===== config.mk =====
export PLATFORM = sky130hd
export DESIGN_NAME = service_scheduler_flat
export DESIGN_NICKNAME = d
export VERILOG_FILES = /design/src/rtl/svc_pkg.sv /design/src/rtl/service_scheduler_if.sv /design/src/rtl/svc_timer.sv /design/src/rtl/service_scheduler.sv /design/src/flat_wrapper.sv
export SDC_FILE = /design/constraint.sdc
export NUM_CORES = 1
export LEC_CHECK = 0
export ABC_AREA = 1
export BUFFER_PORTS_ARGS = -buffer_cell sky130_fd_sc_hd__buf_2
export CAP_MARGIN = 40
export CORE_MARGIN = 10
export CORE_UTILIZATION = 55
export CTS_CLUSTER_SIZE = 20
export DETAILED_ROUTE_END_ITERATION = 16
export PLACE_DENSITY = 0.78
export SYNTH_ARGS = -nofsm -noshare
export SYNTH_HDL_FRONTEND = slang
export SYNTH_SLANG_ARGS = --single-unit

===== constraint.sdc =====
create_clock -name clk -period 2.95 [get_ports clk]
set_input_delay 0.59 -clock clk [delete_from_list [all_inputs] [get_ports clk]]
set_output_delay 0.59 -clock clk [all_outputs]
set_load 0.05 [all_outputs]

===== src/rtl/svc_pkg.sv =====
// Shared types and default sizing for the service scheduler.
package svc_pkg;

    localparam int unsigned SVC_DT_SZ = 4;
    localparam int unsigned SVC_CNTER = 3;

    typedef enum logic [1:0] {
        IDLE  = 2'd0,
        FETCH = 2'd1,
        LOAD  = 2'd2
    } svc_state_t;

endpackage


===== src/rtl/service_scheduler_if.sv =====
// FIFO-side and counter-status signals of the service scheduler.
// Optional feature macro: SVC_STATS_EN adds the 8-bit served counter.
interface service_scheduler_if
    import svc_pkg::*;
#(
    parameter int unsigned DT_SZ = SVC_DT_SZ,
    parameter int unsigned CNTER = SVC_CNTER
);

    logic                     empty;
    logic [DT_SZ-1:0]         qn;
    logic [DT_SZ-1:0]         qt;
    logic                     re;
    logic [CNTER-1:0]         busy;
    logic [CNTER*DT_SZ-1:0]   cur_num;
    logic [CNTER-1:0]         done;
`ifdef SVC_STATS_EN
    logic [7:0]               served;
`endif

`ifdef SVC_STATS_EN
    modport master (input empty, qn, qt, output re, busy, cur_num, done, served);
    modport slave  (output empty, qn, qt, input re, busy, cur_num, done, served);
`else
    modport master (input empty, qn, qt, output re, busy, cur_num, done);
    modport slave  (output empty, qn, qt, input re, busy, cur_num, done);
`endif

endinterface


===== src/rtl/svc_timer.sv =====
// One service counter: service-time countdown, held customer number, busy/done flags.
module svc_timer #(
    parameter int unsigned DT_SZ = 4
) (
    input  logic             clk,
    input  logic             rst_n,
    input  logic             load_c,
    input  logic [DT_SZ-1:0] qn,
    input  logic [DT_SZ-1:0] qt,
    output logic             busy,
    output logic             done,
    output logic [DT_SZ-1:0] cur_num
);

    logic [DT_SZ-1:0] timer;

    // Load (zero service time becomes one cycle), then count down; busy mirrors timer != 0.
    always_ff @(posedge clk or posedge rst_n) begin
        if (rst_n) begin
            timer   <= '0;
            busy    <= 1'b0;
            done    <= 1'b0;
            cur_num <= '0;
        end else begin
            done <= 1'b0;
            if (load_c) begin
                timer   <= (qt == '0) ? DT_SZ'(1) : qt;
                cur_num <= qn;
                busy    <= 1'b1;
            end else if (timer != '0) begin
                timer <= timer - DT_SZ'(1);
                busy  <= (timer != DT_SZ'(1));
                done  <= (timer == DT_SZ'(1));
            end
        end
    end

endmodule


===== src/rtl/service_scheduler.sv =====
// Round-robin dispatcher from a customer FIFO onto CNTER service counters.
// Optional feature macro: SVC_STATS_EN (saturating served-customer count).
// Note: rst_n is asynchronous and active-high in this codebase.
module service_scheduler
    import svc_pkg::*;
#(
    parameter int unsigned DT_SZ = SVC_DT_SZ,
    parameter int unsigned CNTER = SVC_CNTER
) (
    input  logic          clk,
    input  logic          rst_n,
    service_scheduler_if.master bus
);

    localparam int unsigned IW = (CNTER > 1) ? $clog2(CNTER) : 1;

    svc_state_t       state;
    logic [IW-1:0]    g;
    logic [IW-1:0]    rr_ptr;
    logic             re_q;
    logic [IW-1:0]    grant_c;
    logic             grant_ok_c;

    logic             busy_a [CNTER];
    logic             done_a [CNTER];
    logic [DT_SZ-1:0] num_a  [CNTER];

    // First free counter scanning upward from rr_ptr+1 with wrap; smallest offset wins.
    always_comb begin
        int unsigned idx;
        grant_ok_c = 1'b0;
        grant_c    = '0;
        idx        = 0;
        for (int unsigned k = CNTER; k >= 1; k--) begin
            idx = (32'(rr_ptr) + k) % CNTER;
            if (!busy_a[idx]) begin
                grant_ok_c = 1'b1;
                grant_c    = IW'(idx);
            end
        end
    end

    // Dispatch FSM: IDLE picks a counter, FETCH pops the FIFO, LOAD hands data to the counter.
    always_ff @(posedge clk or posedge rst_n) begin
        if (rst_n) begin
            state  <= IDLE;
            re_q   <= 1'b0;
            g      <= '0;
            rr_ptr <= IW'(CNTER - 1);
        end else begin
            re_q <= 1'b0;
            case (state)
                IDLE: begin
                    if (!bus.empty && grant_ok_c) begin
                        g     <= grant_c;
                        re_q  <= 1'b1;
                        state <= FETCH;
                    end
                end
                FETCH: state <= LOAD;
                LOAD: begin
                    rr_ptr <= g;
                    state  <= IDLE;
                end
                default: state <= IDLE;
            endcase
        end
    end

    // One timer per counter; only the granted one loads during LOAD.
    for (genvar i = 0; i < int'(CNTER); i++) begin : g_ctr
        svc_timer #(.DT_SZ(DT_SZ)) u_timer (
            .clk     (clk),
            .rst_n   (rst_n),
            .load_c  ((state == LOAD) && (g == IW'(i))),
            .qn      (bus.qn),
            .qt      (bus.qt),
            .busy    (busy_a[i]),
            .done    (done_a[i]),
            .cur_num (num_a[i])
        );
    end

    // Pack per-counter status onto the bus.
    always_comb begin
        bus.busy    = '0;
        bus.done    = '0;
        bus.cur_num = '0;
        for (int unsigned i = 0; i < CNTER; i++) begin
            bus.busy[i]                  = busy_a[i];
            bus.done[i]                  = done_a[i];
            bus.cur_num[i*DT_SZ +: DT_SZ] = num_a[i];
        end
    end

    assign bus.re = re_q;

`ifdef SVC_STATS_EN
    logic [7:0] served_q;

    // Saturating count of dispatched customers.
    always_ff @(posedge clk or posedge rst_n) begin
        if (rst_n) begin
            served_q <= '0;
        end else if ((state == LOAD) && (served_q != 8'hFF)) begin
            served_q <= served_q + 8'd1;
        end
    end

    assign bus.served = served_q;
`endif

endmodule


===== src/flat_wrapper.sv =====
// flat-port wrapper written by rule: the top's interface ports become plain ports
module service_scheduler_flat import svc_pkg::*;
#(
    parameter int unsigned DT_SZ = SVC_DT_SZ,
    parameter int unsigned CNTER = SVC_CNTER
)
  (clk, rst_n, bus_empty, bus_qn, bus_qt, bus_re, bus_busy, bus_cur_num, bus_done);
  service_scheduler_if #(.DT_SZ(DT_SZ), .CNTER(CNTER)) bus_i ();
  input  logic clk;
  input  logic rst_n;
  input wire logic [$bits(bus_i.empty)-1:0] bus_empty;
  input wire logic [$bits(bus_i.qn)-1:0] bus_qn;
  input wire logic [$bits(bus_i.qt)-1:0] bus_qt;
  output wire logic [$bits(bus_i.re)-1:0] bus_re;
  output wire logic [$bits(bus_i.busy)-1:0] bus_busy;
  output wire logic [$bits(bus_i.cur_num)-1:0] bus_cur_num;
  output wire logic [$bits(bus_i.done)-1:0] bus_done;
  assign bus_i.empty = bus_empty;
  assign bus_i.qn = bus_qn;
  assign bus_i.qt = bus_qt;
  assign bus_re = bus_i.re;
  assign bus_busy = bus_i.busy;
  assign bus_cur_num = bus_i.cur_num;
  assign bus_done = bus_i.done;
  service_scheduler #(.DT_SZ(DT_SZ), .CNTER(CNTER)) u_core (.clk(clk), .rst_n(rst_n), .bus(bus_i));
endmodule

Word-level counts from Yosys, hierarchy flattened --
Index checks and enable logic that the tools add are counted.
Storage, ports and cells: register bits after elaboration 37, memories 0, bits in writable memories 0, latch bits 0, word-level logic and storage cells 95, input port bits 11, output and inout port bits 19, ROM bits 0
Operators by class: mux-type cells 38, shift operators 0, eq/ne operators 11, $mul 0, order comparisons 3, bitwise gates (word level) 3, $add $sub $neg 6, reductions and logical operators 15, divide/modulo/power cells 3
Operator list (number):
- $ge 33x3->1 const B | 3
- $not 32->33 | 3
- $mod 32x2->32 const B | 3
- $mux 4 | 7
- $mux 1 | 23
- $eq 4x1->1 const B | 3
- $ne 4x1->1 const B | 3
- $reduce_bool 4->1 | 3
- $sub 4x1->4 const B | 3
- $mux 2 | 4
- $add 2x2->3 const B | 2
- $bmux 1 s2 | 3
- $reduce_bool 2->1 | 3
- $eq 2x1->1 const B | 2
- $eq 2x2->1 const B | 2
- $logic_and 1x1->1 | 4
- $logic_not 2->1 | 2
- $logic_not 4->1 | 1
- $pmux 2 s2 | 1
- $add 2x1->3 const B | 1
- $ne 2x1->1 const B | 1
- $reduce_and 2->1 | 1
- $logic_not 1->1 | 1

Longest topological paths before layout --
depth in word-level cells 12, mapped depth 11, mapped depth without buffers 11

By module --
Synthesis repeated with hierarchy kept, for this count alone.
Second synthesis, totals: cell total of the unflattened synthesis 269, area, all modules 2105.8 um2
By module, submodules not included:
- svc_timer | area each 524.3 um2, cells each 64, times used 3, sequential area each 250.2 um2
- service_scheduler | area each 533.0 um2, cells each 77, times used 1, sequential area each 176.4 um2

Worst setup path before layout --
No wires, ideal clock.
path kind reg-to-reg, start point register u_core.rr_ptr[1], end point register u_core.g[1], library setup time 0.118 ns, period minus slack after synthesis 1.510 ns, path slack 1.440 ns, arrival 1.393 ns, data required time 2.832 ns, cell stages (with the launch flop) 10, buffers on the path 0, cells stage by stage dfstp_2 -> ha_1 -> nand2_1 -> nand2_1 -> nor2_1 -> nor2_2 -> nand3_2 -> nand3_4 -> nand2_1 -> o21ai_2
On the way: cells in the longest elaborated chain, start to end 11, elaborated cells between the ends (all ways) 26, those cells by class 3 x add/sub; 3 x div; 15 x mux; 3 x bitwise; 2 x reduce/logical
RTL lines:
- start: declaration | RTL line service_scheduler.sv:19 | logic [IW-1:0] rr_ptr;
- start signal: assignment | RTL line service_scheduler.sv:49 | rr_ptr <= IW'(CNTER - 1);
- start signal: assignment | RTL line service_scheduler.sv:62 | rr_ptr <= g;
- $add 2x2->3 | RTL line service_scheduler.sv:35 | idx = (32'(rr_ptr) + k) % CNTER;
- $mod 32x2->32 | RTL line service_scheduler.sv:35
- $not 32->33 (implied by the code) | RTL line service_scheduler.sv:36 | if (!busy_a[idx]) begin
- $bmux 1 s2 | RTL line service_scheduler.sv:36
- $mux 1 (implied by the code) (2 in series) | RTL line service_scheduler.sv:36
- $mux 1 (3 in series) | RTL line service_scheduler.sv:36
- $logic_and 1x1->1 | RTL line service_scheduler.sv:54 | if (!bus.empty && grant_ok_c) begin
- $reduce_and 2->1 (no line)
- end signal: assignment | RTL line service_scheduler.sv:55 | g <= grant_c;
- end: declaration | RTL line service_scheduler.sv:18 | logic [IW-1:0] g;
Parallel ways exist; a longest one is shown, timed or not. The select of a mux whose other input is x is not followed. A chain may end at the register's enable or synchronous reset.

Worst setup path after layout --
start point register u_core.g_ctr[2].u_timer.busy, end point output port bus_busy[2]
RTL lines:
- start: declaration | RTL line svc_timer.sv:10 | output logic busy,
- start signal: assignment | RTL line svc_timer.sv:32 | busy <= (timer != DT_SZ'(1));
- end: declaration | RTL line flat_wrapper.sv:15 | output wire logic [$bits(bus_i.busy)-1:0] bus_busy;
No word-level cell between the ends.

==> results.sh <==
export IMPL_status="finished clean"
export IMPL_cp_start_kind="flip-flop"
export IMPL_cp_num_buf_inv=1
export IMPL_timing_setup_tns_ns=0
export IMPL_reg2reg_setup_slack_ns=1.32
export IMPL_core_area_um2=3360
export IMPL_finalInstanceArea_um2=2120
export IMPL_setup_worst_path_end_class="output pin"
export IMPL_finish_net_count=266
export IMPL_critPathMaxFanout=4
export IMPL_antenna_violations_before_repair=0
export IMPL_die_h_um=79.3
export IMPL_hold_fix_buffer_count_after_cts=0
export IMPL_preCtsSetupSlack_ns=1.34
export IMPL_rr_endpoint="u_core.g[0]"
export IMPL_fp_dieW_um=79.3
export IMPL_worst_r2r_startpoint="u_core.rr_ptr[0]"
export IMPL_post_cts_setup_buffer_count=0
export IMPL_worst_setup_path_type="reg2out"
export IMPL_critical_path_arrival_ns=1.06
export IMPL_critical_path_top_delay_cell="sky130_fd_sc_hd__dfrtp_1"
export IMPL_grt_setup_unrepaired="no"
export IMPL_routed_via_density=4.89
export IMPL_worst_r2r_cell_count=10
export IMPL_synthesis_area_per_instance_um2=8.90
export IMPL_timing_fmax_mhz=607
export IMPL_cts_root_buf="sky130_fd_sc_hd__clkbuf_4"
export IMPL_yosysWarningCount=0
export IMPL_dr_first_iter_drc_count=65
export IMPL_total_routed_wirelength_um=3690
export IMPL_path_cells="buf_2"
export IMPL_ctsLongestPathBuffers=2
export IMPL_yosysUniqueCellTypes=32
export IMPL_clk_pin_slew_ns=0.10
export IMPL_post_cts_resized_instances=0
export IMPL_placement_rows=21
export IMPL_hpwl_um=2870
export IMPL_critPathMaxStageDelay_ns=0.43
export IMPL_number_of_max_slew_violations_in_the_final_report=0
export IMPL_fillerInstances=314
export IMPL_setup_violations=0
export IMPL_n_antenna_cell=0
export IMPL_synth_ff_latch_count=37
export IMPL_remaining_drc_errors=0
export IMPL_start_util_pct=57.4
export IMPL_cts_sinks=37
export IMPL_seq_area_frac_synth_pct=48.0
export IMPL_final_critical_path_setup_slack_ns=1.30
export IMPL_post_dp_cell_area_um2=2070
export IMPL_cts_tree="yes"
export IMPL_via_count_of_the_first_global_routing_pass=1356
export IMPL_fin_crit_ns=1.65
export IMPL_cap_violations=0
export IMPL_cts_htree_levels=2
export IMPL_boundaryPins=30
export IMPL_min_period_over_period_pct=55.9
export IMPL_crit_family="flip-flops"
export IMPL_synth_net_count=238
export IMPL_required_time_worst_endpoint_ns=2.36
export IMPL_cts_made_buffers=5
export IMPL_firstDrtPassIters=4
export IMPL_worst_margin_slew_ns=0.495
export IMPL_hold_path_class="in2async"
export IMPL_final_hold_viol_count=0
export IMPL_grt_first_pass_wirelength_um=6220
export IMPL_syn_instance_count=217
export IMPL_dr_total_vias=1424
export IMPL_timing_clock_skew_ns=0.00626
export IMPL_clock_insertion_delay_worst_skew_ns=0.33
export IMPL_dr_wl_cell_um=12.7
export IMPL_share_of_layout_cells_above_drive_strength_1_pct=25.3
export IMPL_global_route_usage_total_pct=12.4
export IMPL_total_overflow_reported_by_the_global_router=0
export IMPL_io_buffers=29
export IMPL_gp_congestion=0.862
export IMPL_synthesis_area_um2=1930
export IMPL_slew_limit_headroom_pct=66.9
export IMPL_route_antenna_remaining_nets=0
export IMPL_maximum_number_of_pins_on_one_net_before_global_route_repair=28
export IMPL_die_area_um2=6280
export IMPL_areaGrowthSynthToFinish_pct=9.97
how the worst max path moves through the flow:
stage	to	cells after the start	start	slack, ns
after floorplan	u_core.g[1]	9	u_core.rr_ptr[1]	1.44
after global placement	u_core.g[0]	10	u_core.rr_ptr[0]	1.36
after detailed placement	u_core.g[1]	9	u_core.rr_ptr[0]	1.34
after CTS	bus_busy[1]	1	u_core.g_ctr[1].u_timer.busy	1.29
after global routing	u_core.g[0]	9	u_core.rr_ptr[0]	1.18
final	bus_busy[2]	1	u_core.g_ctr[2].u_timer.busy	1.30
worst reg2reg max path, stage by stage (launching register included):
cell                       delay, ns
sky130_fd_sc_hd__dfrtp_1        0.41
sky130_fd_sc_hd__inv_1          0.08
sky130_fd_sc_hd__ha_1           0.36
sky130_fd_sc_hd__inv_2          0.11
sky130_fd_sc_hd__nand3_2        0.10
sky130_fd_sc_hd__nand2_2        0.08
sky130_fd_sc_hd__clkinv_1       0.07
sky130_fd_sc_hd__nand3_2        0.08
sky130_fd_sc_hd__nand3_4        0.11
sky130_fd_sc_hd__nand2_1        0.10
sky130_fd_sc_hd__o21ai_2        0.05
area by class of cell:
type | instances | area, um2 | share of cell area, %
well taps | 46 | 57.6 | 2.71
inverters | 38 | 143 | 6.71
flip-flops and latches | 37 | 927 | 43.6
multi-input cells | 133 | 790 | 37.2
clock buffers | 7 | 55.1 | 2.59
repair buffers | 30 | 153 | 7.18
state kept, by name, indices dropped and copies added, names as in the netlist:
register and flops:
u_core.bus.re 1, u_core.g 2, u_core.g_ctr.u_timer.busy 3, u_core.g_ctr.u_timer.cur_num 12, u_core.g_ctr.u_timer.done 3, u_core.g_ctr.u_timer.timer 12, u_core.rr_ptr 2, u_core.state 2
through the flow:
step,util [%],cells,hold WS (ns)
after floorplan,-,217,0.462
after global placement,61.5,284,0.468
after detailed placement,61.5,284,0.477
after CTS,63.2,291,0.220
after global routing,63.2,291,0.242
final,63.2,291,0.227
metal layers:
layer	track usage [%]	part of all wire, %	up-vias
met3	7.09	9.2	6
met5	0	0	-
met4	4.84	1.3	0
met2	17.2	41	46
li1	-	-	737
met1	15.4	48	635
synth_stat cells, drive strengths merged:
| cell | count | area share [%] |
|---|---|---|
| nand2 | 53 | 11 |
| inv | 37 | 7.2 |
| dfrtp | 36 | 47 |
| o21ai | 17 | 5.0 |
| nor2 | 15 | 3.4 |
| ha | 10 | 6.5 |
| nand3 | 10 | 3.8 |
| buf | 9 | 3.8 |
| a21oi | 6 | 1.7 |
| o211ai | 6 | 2.3 |
| o22ai | 6 | 2.6 |
| xnor2 | 4 | 1.8 |
| nor3 | 2 | 0.78 |
| xor2 | 2 | 0.91 |
| clkinv | 1 | 0.19 |
| dfstp | 1 | 1.4 |
| nand4 | 1 | 0.32 |
| o21bai | 1 | 0.39 |
cells by family (layout without fill, tap and decap cells):
group	after synthesis	count (layout)	synth area share (%)
AND/OR/NAND/NOR	81	81	19.6
buffers and inverters	47	75	11.1
flip-flops	37	37	48.0
AO/OA/AOI/OAI	36	36	12.0
adder cells (fa/ha/maj)	10	10	6.48
XOR/XNOR	6	6	2.72
layout by cell type (no fill, tap or decap), drive strengths merged:
cell    synthesis  final
dfstp           1      1
nand4           1      1
xor2            2      2
nand3          10     10
a21oi           6      6
o211ai          6      6
o21ai          17     17
o21bai          1      1
o22ai           6      6
clkbuf          0      7
clkinv          1      1
nor3            2      2
ha             10     10
nand2          53     53
inv            37     37
dfrtp          36     36
buf             9     30
nor2           15     15
xnor2           4      4
Power is not shown: default switching activity piles up to over one toggle a cycle in this logic, so the estimate is an artifact.
